`config.mk`:
```
export PLATFORM = sky130hd
export DESIGN_NAME = rob_alloc_flat
export DESIGN_NICKNAME = d
export VERILOG_FILES = /design/src/rtl/rob_alloc_if.sv /design/src/rtl/rob_alloc.sv /design/src/flat_wrapper.sv
export SDC_FILE = /design/constraint.sdc
export NUM_CORES = 1
export LEC_CHECK = 0
export CORE_MARGIN = 3
export CORE_UTILIZATION = 40
export CTS_CLUSTER_DIAMETER = 200
export CTS_CLUSTER_SIZE = 14
export DETAILED_ROUTE_END_ITERATION = 10
export PLACE_DENSITY = 0.69
export SLEW_MARGIN = 30
export SYNTH_ARGS = -nofsm -noshare
export SYNTH_HDL_FRONTEND = slang
export SYNTH_SLANG_ARGS = --single-unit
export TNS_END_PERCENT = 10
```
`constraint.sdc`:
```
create_clock -name clk -period 3.1 [get_ports clk]
set_input_delay 0.465 -clock clk [delete_from_list [all_inputs] [get_ports clk]]
set_output_delay 0.465 -clock clk [all_outputs]
set_load 0.005 [all_outputs]
```
`src/rtl/rob_alloc_if.sv`:
```
// Decode-side allocation / ROB-side retirement handshake for the ROB slot allocator.
interface rob_alloc_if #(
   parameter int IDX_BITS = 4
);
   logic                clear;
   logic                alloc_req;
   logic                alloc_grant;
   logic [IDX_BITS-1:0] alloc_idx;
   logic                stall;
   logic                retire;
   logic [IDX_BITS-1:0] retire_idx;
   logic [IDX_BITS:0]   count;
   logic                full;
   logic                empty;
   logic                err;

   modport master (
      output clear, alloc_req, retire, retire_idx,
      input  alloc_grant, alloc_idx, stall, count, full, empty, err
   );

   modport slave (
      input  clear, alloc_req, retire, retire_idx,
      output alloc_grant, alloc_idx, stall, count, full, empty, err
   );
endinterface

```
`src/rtl/rob_alloc.sv`:
```
// ROB slot allocator: hands out slot indices in program order at decode and
// reclaims them as the ROB retires its head, stalling decode when all slots are in flight.
module rob_alloc #(
   parameter int SLOTS    = 16,
   parameter int IDX_BITS = 4
) (
   input  logic        clk,
   input  logic        rst,
   rob_alloc_if.slave  bus
);
   localparam logic [IDX_BITS:0]   CNT_FULL = (IDX_BITS+1)'(SLOTS);
   localparam logic [IDX_BITS:0]   CNT_ONE  = (IDX_BITS+1)'(1);
   localparam logic [IDX_BITS-1:0] IDX_ONE  = IDX_BITS'(1);

   logic [IDX_BITS-1:0] tail_q, tail_d;
   logic [IDX_BITS-1:0] head_q, head_d;
   logic [IDX_BITS:0]   count_q, count_d;
   logic                err_q, err_d;

   logic full, empty, grant, retire_ok;

   // full/empty come only from the registered count, so a retire never frees
   // a slot for a grant in the same cycle.
   always_comb begin
      full      = (count_q == CNT_FULL);
      empty     = (count_q == '0);
      grant     = bus.alloc_req && !full && !bus.clear && !rst;
      retire_ok = bus.retire && !empty;

      tail_d  = tail_q;
      head_d  = head_q;
      count_d = count_q;
      err_d   = err_q;

      if (bus.clear) begin
         tail_d  = '0;
         head_d  = '0;
         count_d = '0;
      end else begin
         if (grant)     tail_d = tail_q + IDX_ONE;
         if (retire_ok) head_d = head_q + IDX_ONE;
         case ({grant, retire_ok})
            2'b10:   count_d = count_q + CNT_ONE;
            2'b01:   count_d = count_q - CNT_ONE;
            default: count_d = count_q;
         endcase
         // The ROB's order is authoritative: a mismatched index still advances head.
         if (bus.retire && empty)                      err_d = 1'b1;
         if (retire_ok && (bus.retire_idx != head_q))  err_d = 1'b1;
      end
   end

   always_ff @(posedge clk) begin
      if (rst) begin
         tail_q  <= '0;
         head_q  <= '0;
         count_q <= '0;
         err_q   <= 1'b0;
      end else begin
         tail_q  <= tail_d;
         head_q  <= head_d;
         count_q <= count_d;
         err_q   <= err_d;
      end
   end

   assign bus.alloc_grant = grant;
   assign bus.alloc_idx   = tail_q;
   assign bus.stall       = bus.alloc_req && !grant;
   assign bus.count       = count_q;
   assign bus.full        = full;
   assign bus.empty       = empty;
   assign bus.err         = err_q;
endmodule

```
`src/flat_wrapper.sv`:
```
// flat-port wrapper written by rule: the top's interface ports become plain ports
module rob_alloc_flat 
#(
   parameter int SLOTS    = 16,
   parameter int IDX_BITS = 4
)
  (clk, rst, bus_clear, bus_alloc_req, bus_retire, bus_retire_idx, bus_alloc_grant, bus_alloc_idx, bus_stall, bus_count, bus_full, bus_empty, bus_err);
  rob_alloc_if #(.IDX_BITS(IDX_BITS)) bus_i ();
  input  logic clk;
  input  logic rst;
  input wire logic [$bits(bus_i.clear)-1:0] bus_clear;
  input wire logic [$bits(bus_i.alloc_req)-1:0] bus_alloc_req;
  input wire logic [$bits(bus_i.retire)-1:0] bus_retire;
  input wire logic [$bits(bus_i.retire_idx)-1:0] bus_retire_idx;
  output wire logic [$bits(bus_i.alloc_grant)-1:0] bus_alloc_grant;
  output wire logic [$bits(bus_i.alloc_idx)-1:0] bus_alloc_idx;
  output wire logic [$bits(bus_i.stall)-1:0] bus_stall;
  output wire logic [$bits(bus_i.count)-1:0] bus_count;
  output wire logic [$bits(bus_i.full)-1:0] bus_full;
  output wire logic [$bits(bus_i.empty)-1:0] bus_empty;
  output wire logic [$bits(bus_i.err)-1:0] bus_err;
  assign bus_i.clear = bus_clear;
  assign bus_i.alloc_req = bus_alloc_req;
  assign bus_i.retire = bus_retire;
  assign bus_i.retire_idx = bus_retire_idx;
  assign bus_alloc_grant = bus_i.alloc_grant;
  assign bus_alloc_idx = bus_i.alloc_idx;
  assign bus_stall = bus_i.stall;
  assign bus_count = bus_i.count;
  assign bus_full = bus_i.full;
  assign bus_empty = bus_i.empty;
  assign bus_err = bus_i.err;
  rob_alloc #(.SLOTS(SLOTS), .IDX_BITS(IDX_BITS)) u_core (.clk(clk), .rst(rst), .bus(bus_i));
endmodule
```
# Word-level counts from Yosys, hierarchy flattened
# Index checks and enable logic that the tools add are counted.
# W data, S select, Z words.
dict set report classes {
  add_sub_neg 4
  multipliers 0
  div_mod_pow 0
  n_lt_le_gt_ge 0
  eq_ne 4
  shift 0
  muxes 3
  n_bitwise 1
  n_reduce_logical 17
}
# cell count
set ops {}
lappend ops {{$pmux W5 S2} 1}
lappend ops {{$add A4 B1 Y4 const B} 2}
lappend ops {{$logic_and A1 B1 Y1} 7}
lappend ops {{$add A5 B1 Y5 const B} 1}
lappend ops {{$eq A5 B5 Y1 const B} 1}
lappend ops {{$logic_not A1 Y1} 5}
lappend ops {{$logic_not A5 Y1} 1}
lappend ops {{$sub A5 B1 Y5 const B} 1}
lappend ops {{$ne A4 B4 Y1} 1}
lappend ops {{$reduce_bool A2 Y1} 2}
lappend ops {{$eq A2 B1 Y1 const B} 1}
lappend ops {{$eq A2 B2 Y1 const B} 1}
lappend ops {{$mux W1} 2}
lappend ops {{$reduce_and A2 Y1} 1}
lappend ops {{$reduce_or A2 Y1} 1}
lappend ops {{$not A1 Y1} 1}
dict set report word_totals {
  ff_bits 14
  latch_bits 0
  ramBits 0
  romBits 0
  inputBits 9
  out_inout_bits 14
  wordCells 33
  mem_count 0
}

# Longest topological paths before layout
dict set report logic_depth {
  word_depth 7
  mapped_depth 9
  ltp_nobuf 9
}

# Worst setup path after synthesis
# Ideal clock, no wire load.
dict set report synth_path {
  path_type {register to register}
  startpoint {register u_core.count_q[0] (netlist: u_core.bus.count[0])}
  endpoint {register u_core.count_q[3] (netlist: u_core.bus.count[3])}
  setup_time_ns 0.062
  arrival_ns 2.301
  t_required_ns 3.038
  path_slack_ns 0.736
  path_stages_with_launch 10
  path_cell_list {dfxtp_1 > or4_4 > o21ai_4 > inv_1 > ha_1 > ha_1 > a21o_2 > a21oi_1 > or4_1 > nand3_1}
}
dict set report synth_between {
  word_cells_on_any_way 14
  cone_classes {add/sub (2); eq/ne (3); mux (1); reduce/logical (8)}
}
# element line
set synth_rtl {}
lappend synth_rtl {{from (decl)} rob_alloc.sv:17} ;# logic [IDX_BITS:0] count_q, count_d;
lappend synth_rtl {{from (signal assigned)} rob_alloc.sv:62} ;# count_q <= count_d;
lappend synth_rtl {{$logic_not A5 Y1 *} rob_alloc.sv:26} ;# empty = (count_q == '0);
lappend synth_rtl {{$logic_not A1 Y1 *} rob_alloc.sv:28} ;# retire_ok = bus.retire && !empty;
lappend synth_rtl {{$logic_and A1 B1 Y1 *} rob_alloc.sv:28}
lappend synth_rtl {{via u_core.retire_ok} rob_alloc.sv:20} ;# logic full, empty, grant, retire_ok;
lappend synth_rtl {{$eq A2 B1 Y1 or $eq A2 B2 Y1 (tied branches)} rob_alloc.sv:42} ;# case ({grant, retire_ok})
lappend synth_rtl {{$pmux W5 S2 or $reduce_bool A2 Y1 (tied branches)} --}
# Mark *: on every way through the listed nets, which the timed path passes. The rest lies on a longest branch.
# A chain may end at the register's enable or synchronous reset.

# Final worst setup path
dict set report layout_path {
  startpoint {register u_core.count_q[0] (netlist: u_core.bus.count[0])}
  endpoint {output bus_stall}
}
dict set report layout_between {
  elab_chain_len 7
}
# element line
set layout_lines {}
lappend layout_lines {{$eq A5 B5 Y1} rob_alloc.sv:25} ;# full = (count_q == CNT_FULL);
lappend layout_lines {{$logic_not A1 Y1} rob_alloc.sv:27} ;# grant = bus.alloc_req && !full && !bus.clear && !rst;
lappend layout_lines {{$logic_and A1 B1 Y1 (3 in series)} rob_alloc.sv:27}
lappend layout_lines {{$logic_not A1 Y1} rob_alloc.sv:69} ;# assign bus.stall = bus.alloc_req && !grant;
lappend layout_lines {{$logic_and A1 B1 Y1} rob_alloc.sv:69}
lappend layout_lines {{to (decl)} flat_wrapper.sv:17} ;# output wire logic [$bits(bus_i.stall)-1:0] bus_stall;
# No other way between the ends.

==> summary.md <==
| Metric | Value |
|---|---|
| Final setup viols | `0` |
| FF-to-FF Start | `u_core.bus.count[0]$_SDFFE_PP0P_` |
| Routed length per placed instance | `12.73 um` |
| CTS root buf | `clkbuf_4` |
| Wire length on met3 | `105 um` |
| Critical Path, Cell by Cell | `nor4_1 > a21oi_1 > buf_4 > a21oi_1 > clkdlybuf4s50_1` |
| Largest net degree at the start of global routing | `14` |
| Layout net count | `132` |
| Largest family of logic cells by synthesized area | `simple AND/OR/NAND/NOR gates` |
| Critical Path AT | `2.18 ns` |
| Final Wtd Congestion | `0.7558` |
| Yosys cell types | `30` |
| Area growth syn-to-layout | `34.00%` |
| Cell count after synthesis | `90` |
| Port bufs | `22` |
| Min-delay worst type | `flip-flop to flip-flop` |
| Mean Syn Cell Area | `9.078 sq um` |
| First-pass GRT wire length | `2960 um` |
| Crit-path max cell delay | `0.52 ns` |
| Synth Area in Compound Gates | `14.55%` |
| CP startpoint | `u_core.bus.count[0]$_SDFFE_PP0P_` |
| DP HPWL | `1312 um` |
| Postcts setup bufs | `0` |
| Crit-path slowest cell | `nor4_1` |
| Critical Path Fanout Max | `6` |
| Run status | `finished, final reports clean` |
| CP top delay family | `buffers and inverters` |
| Share of cells above drive strength 1 | `9.565%` |
| Worst Min Path Start | `u_core.bus.err$_SDFFE_PP0P_` |
| CP endpoint | `bus_stall` |
| DR vias/cell | `5.121` |
| Post-cts resize count | `0` |
| Clock slew at reported path FFs | `0.09 ns` |
| Tmin final | `2.642 ns` |
| Clock skew | `0.009185 ns` |
| WP data required | `2.63 ns` |
| CTS tree | `built` |
| Fillers | `182` |
| Hold Vio Cnt, Final | `0` |
| Register-to-register setup slack | `0.58 ns` |
| Worst-margin pin slew | `0.5124 ns` |
| Critical path class | `flip-flop to primary output` |
| Adder-Cell Fraction of Synth Area | `11.64%` |
| Antenna Nets Post-Route | `0` |
| Dpl ws | `0.5543 ns` |
| All-layer global routing usage | `15.45%` |
| VDD IR-drop max | `0.2017 mV` |
| Syn nets | `106` |
| DIE AREA | `2621 sq um` |
| Worst Path Buf+Inv | `2` |
| Routed wl met2 | `775 um` |
| Deepest clock path buffer count | `2` |
| Top Layer Used | `met4` |
| PnR worst setup slack | `0.4585 ns` |
| Initial Utilization | `44.88%` |
| Die span in y | `51.20 um` |
| Antenna violations before repair | `0` |
| Worst-Skew Late Latency | `0.29 ns` |
| Pleak | `0.0004605 uW` |
| Crit end category | `primary output` |
| Max_slew headroom | `65.52%` |
| Multiplexer share of the synthesized area | `3.675%` |
| Final Cycle Share | `85.21%` |
| Std-Cell Rows | `15` |
| Register bit total from synthesis | `14` |
| P per Cell Area | `338.7 nW/um^2` |
| TritonCTS Buffers | `3` |
| Remaining DRCs | `0` |
| Area of the mapped netlist | `817.0 sq um` |
| H-tree levels | `1` |
| DRT iter0 DRCs | `12` |
| Levels on crit path | `5` |
| CORE AREA | `1821 sq um` |
| Max Cap Viol | `0` |
| Synth Warn # | `0` |
| Post-synthesis xor/xnor area fraction | `11.79%` |
| Total grt overflow | `0` |
| RSZ-0062 raised after global routing | `no` |
| I/O pin count | `23` |
| Total iterations of the first detailed-routing run | `4` |
| Reg2reg end | `u_core.bus.count[4]$_SDFFE_PP0P_` |
| Simple-gate area share of the yosys netlist | `19.14%` |
| Slew Limit Fails | `0` |
| FF-to-FF path depth | `9` |
| Core Util, Final | `60.14%` |
| M1 WL | `843 um` |
| Most frequent CP cell | `a21oi_1` |
| Setup TNS Final | `0 ns` |
| Cts hold-fix bufs | `0` |
| Die X | `51.20 um` |
| Vias in the first global route | `658` |
| Via count | `717` |
| Clock sink count | `14` |
| ANT cells | `0` |
| Register area share after synthesis | `34.30%` |
| CP startpoint kind | `flip-flop` |
| Final WL | `1782 um` |
| FMAX | `0.3786 GHz` |
## worst min-delay path by stage
stage | end | cells after the start
after floorplan | u_core.bus.err$_SDFFE_PP0P_ | 2
after global placement | u_core.bus.err$_SDFFE_PP0P_ | 2
after detailed placement | u_core.bus.err$_SDFFE_PP0P_ | 2
after CTS | u_core.bus.err$_SDFFE_PP0P_ | 2
after global routing | u_core.bus.err$_SDFFE_PP0P_ | 2
final | u_core.bus.err$_SDFFE_PP0P_ | 2
## logic make-up (layout without fill, tap and decap cells)
| group | after synthesis | count (layout) |
|---|---|---|
| simple gates | 31 | 31 |
| compound gates | 17 | 17 |
| flops | 14 | 14 |
| xor+xnor | 11 | 11 |
| fa+ha+maj | 7 | 7 |
| buf+inv | 7 | 32 |
| mux | 3 | 3 |
## cells in the mapped netlist (all sizes together)
cell	count	area share, %
a211oi	2	1.8
a21oi	6	3.7
nor2	15	6.9
nand2	3	1.4
mux2i	3	3.7
and3	1	0.77
inv	4	1.8
o21ai	3	3.2
or4	2	2.3
clkbuf	2	2.1
nand4b	1	1.1
nor4	1	0.77
ha	6	9.2
nand3	4	2.5
or2	1	0.77
fa	1	2.5
a31o	1	1.1
o31ai	1	0.92
a21o	1	1.1
o211ai	3	2.8
xor2	4	4.3
dfxtp	14	34
and4b	1	1.2
and2	1	0.77
nand4	1	0.77
xnor2	7	7.5
buf	1	0.92
## cell usage in the layout (no fill, tap or decap)
| master | instances |
|---|---|
| clkdlybuf4s50_1 | 22 |
| a31o_2 | 1 |
| nor2_1 | 15 |
| inv_1 | 4 |
| o31ai_1 | 1 |
| nand4b_1 | 1 |
| or4_1 | 1 |
| nor4_1 | 1 |
| a21oi_1 | 6 |
| nand2_1 | 3 |
| a211oi_1 | 2 |
| and4b_1 | 1 |
| and2_1 | 1 |
| a21o_2 | 1 |
| xnor2_1 | 7 |
| o21ai_0 | 2 |
| clkbuf_4 | 3 |
| ha_1 | 6 |
| o21ai_4 | 1 |
| or4_4 | 1 |
| buf_4 | 2 |
| and3_1 | 1 |
| clkbuf_8 | 1 |
| o211ai_1 | 3 |
| nand3_1 | 4 |
| dfxtp_1 | 14 |
| mux2i_1 | 3 |
| fa_1 | 1 |
| xor2_1 | 4 |
| or2_2 | 1 |
| nand4_1 | 1 |
## flip-flops by register name, summed over array words and instances, names as in the netlist
signal and count:
u_core.bus.alloc_idx 4, u_core.head_q 4, u_core.bus.err 1, u_core.bus.count 5
## through the flow
step / hold WS, ns / instances / total power [uW] / cell area [sq um]
4_1_cts: 0.4748 / 140 / 375.6 / 1095
3_3_place_gp: 0.4563 / 136 / 238.2 / 1059
2_1_floorplan: 0.4572 / 90 / 213.1 / 817.0
3_5_place_dp: 0.4564 / 136 / 238.9 / 1059
6_report: 0.4678 / 140 / 370.8 / 1095
5_1_grt: 0.5039 / 140 / 389.6 / 1095
## routing by layer
| layer | vias to the layer above | global-route usage (%) |
|---|---|---|
| li1 | 365 | - |
| met1 | 326 | 19.93 |
| met2 | 21 | 22.10 |
| met3 | 5 | 4.082 |
| met4 | 0 | 10.76 |
| met5 | - | 0 |
## power by group
| group | internal (uW) | total (uW) | leakage (uW) | switching (uW) |
|---|---|---|---|---|
| Combinational | 28.4 | 49.1 | 0.000326 | 20.7 |
| Clock | 71.6 | 136 | 0.0000210 | 64.7 |
| Sequential | 182 | 185 | 0.000113 | 2.89 |
## area by class of cell
type                       instances  area [sq um]  share of cell area [%]
clock buffer                       4         36.28                   3.314
inverter                           4         15.01                   1.371
multi-input combinational         69         496.7                   45.37
sequential                        14         280.3                   25.60
tap                               25         31.28                   2.857
timing repair buffer              24         235.2                   21.49
## worst register-to-register path: cells and delay by family, from the launching register on
| family | cells | cell delay [ns] |
|---|---|---|
| flip-flops | 1 | 0.39 |
| buffers and inverters | 1 | 0.07 |
| AO/OA/AOI/OAI | 5 | 0.77 |
| AND/OR/NAND/NOR | 1 | 0.60 |
| adder cells (fa/ha/maj) | 2 | 0.63 |
Power figures use the tool's default switching activity.
==> patch, RTL diff (config.mk and constraints unchanged) <==
`IDX_BITS` is set to 4 in 3 places; all go to 6.
--- a/src/rtl/rob_alloc_if.sv
+++ b/src/rtl/rob_alloc_if.sv
@@ -1,6 +1,6 @@
 // Decode-side allocation / ROB-side retirement handshake for the ROB slot allocator.
 interface rob_alloc_if #(
-   parameter int IDX_BITS = 4
+   parameter int IDX_BITS = 6
 );
    logic                clear;
    logic                alloc_req;
--- a/src/rtl/rob_alloc.sv
+++ b/src/rtl/rob_alloc.sv
@@ -2,7 +2,7 @@
 // reclaims them as the ROB retires its head, stalling decode when all slots are in flight.
 module rob_alloc #(
    parameter int SLOTS    = 16,
-   parameter int IDX_BITS = 4
+   parameter int IDX_BITS = 6
 ) (
    input  logic        clk,
    input  logic        rst,
--- a/src/flat_wrapper.sv
+++ b/src/flat_wrapper.sv
@@ -2,7 +2,7 @@
 module rob_alloc_flat 
 #(
    parameter int SLOTS    = 16,
-   parameter int IDX_BITS = 4
+   parameter int IDX_BITS = 6
 )
   (clk, rst, bus_clear, bus_alloc_req, bus_retire, bus_retire_idx, bus_alloc_grant, bus_alloc_idx, bus_stall, bus_count, bus_full, bus_empty, bus_err);
   rob_alloc_if #(.IDX_BITS(IDX_BITS)) bus_i ();
Ports: changed (resized bus_alloc_idx, bus_count and bus_retire_idx); port bits go from 23 to 29. The function was not compared with the original's and may differ.
==> patch against the original RTL <==
Combinational power up 40%; setup slack lost 0.29 ns; area after synthesis up 54%; power increased by 47%; sequential cell count up 6; largest cell class unchanged; final area is 53% higher; wire length rose by 59%; die area rose by 47%; largest power group unchanged.
==> patch: results (changes against the original RTL) <==
Critical path:
- The termination of the worst setup path is u_core.bus.count[6] (was bus_stall).
- The worst-path cell with the longest stage delay is sky130_fd_sc_hd__or4_4 (was sky130_fd_sc_hd__nor4_1).
- The internal reg-to-reg setup slack is 0.17 ns (was 0.58 ns).
- The stage delay of the slowest cell on the critical path is 0.63 ns (was 0.52 ns).
- The worst path arrival time is 3.17 ns (was 2.18 ns).

Routing:
- The via count was 1148 (was 717).
- The final routed wirelength across all metal layers is 2.84 mm (was 1.78 mm).
- The count of routing violations after the opening detailed-route iteration is 41 (was 12).

Synthesis:
- The share of cell area taken by muxes after synthesis is 2.39% (was 3.68%).
- Ranking of synthesized cells by instance count: sky130_fd_sc_hd__dfxtp_1 (20), sky130_fd_sc_hd__nor2_1 (20) (was sky130_fd_sc_hd__nor2_1 (15), sky130_fd_sc_hd__dfxtp_1 (14), sky130_fd_sc_hd__xnor2_1 (7)).
- The adder and majority gate portion of the synthesized area is 9.57% (was 11.6%).
- The part of the Yosys area used for sequential elements came to 31.9% (was 34.3%).
- The count of distinct cell types in the synthesized netlist is 42 (was 30).
- The post-synth net total came to 163 (was 106).

Global routing:
- The wire length of the first global-routing pass is 4.77 mm (was 2.96 mm).
- The global router's overall resource usage was 16.5% (was 15.5%).
- The met3 track demand over resource is 2.89% (was 4.08%).
- The met1 track demand over resource is 21.8% (was 19.9%).

Min path:
- The start point of the worst min-delay path is u_core.bus.alloc_idx[5] (was u_core.bus.err).
- The worst hold endpoint is u_core.bus.alloc_idx[5] (was u_core.bus.err).

Timing:
- The slew at the pin closest to its max-slew limit is 0.303 ns (was 0.512 ns).
- The setup clock skew after layout came to 0.00202 ns (was 0.00918 ns).
- The tightest hold margin is 0.481 ns (was 0.468 ns).

Placed design:
- The final RePlAce weighted congestion was 0.781 (was 0.756).
- The count of port buffers added during placement is 28 (was 22).

Layout:
- The number of flip-flops under the largest register name is 7 (was 5).
- The final net count is 199 (was 132).

Clock network:
- The clock transition at the register clock pins on the worst setup and hold paths after CTS is 0.12 ns (was 0.09 ns).
- The clock root buffer is sky130_fd_sc_hd__clkbuf_4 (unchanged).

Pwr:
- The worst voltage drop across the vdd grid came to 0.213 mV (was 0.202 mV).

Run status:
- Status: finished, final reports clean (unchanged).
## patch: metal layers
metal / share of wire, % / wire, µm / vias up
li1: - / - / 588
met1: 48 / 1360 / 526
met2: 46 / 1290 / 30
met3: 5.3 / 150 / 4
met4: 1.2 / 33 / 0
met5: 0 / 0 / -
## patch: report_power, final
group | switching (mW) | internal (mW) | leakage [nW]
clock network | 0.0836 | 0.131 | 0.0279
registers | 0.00294 | 0.260 | 0.162
logic | 0.0316 | 0.0372 | 0.447
total | 0.118 | 0.428 | 0.637
## patch: metrics by stage
stage               total power [mW]  instances  setup slack (ns)  cell area [µm²]  util (%)
CTS                            0.552        220             0.170             1680      58.3
global placement               0.337        216             0.204             1630      56.5
finish                         0.546        220             0.170             1680      58.3
detailed placement             0.337        216             0.181             1630      56.5
global route                   0.572        220            0.0401             1680      58.3
floorplan                      0.300        143             0.377             1250         -
## patch: area by class of cell
class / count / area, µm²
fillers: 269 / 1200
multi-input cells: 111 / 810
flip-flops and latches: 20 / 400
repair buffers: 35 / 333
well taps: 42 / 52.6
clock inverters: 1 / 30.0
inverters: 8 / 30.0
clock buffers: 3 / 22.5
## patch: cells by family (layout without fill, tap and decap cells)
logic type	count (synthesis)	after routing
adder cells (fa/ha/maj)	9	9
XOR/XNOR	15	15
flip-flops	20	20
AND/OR/NAND/NOR	54	54
AO/OA/AOI/OAI	30	30
multiplexers	3	3
buffers and inverters	12	47
## patch: worst max-delay path: cells and delay by family (launching register included)
kind	cells	cell delay [ns]
buffers and inverters	1	0.09
AO/OA/AOI/OAI	3	0.69
flip-flops	1	0.39
adder cells (fa/ha/maj)	2	0.54
multiplexers	1	0.19
AND/OR/NAND/NOR	2	0.96
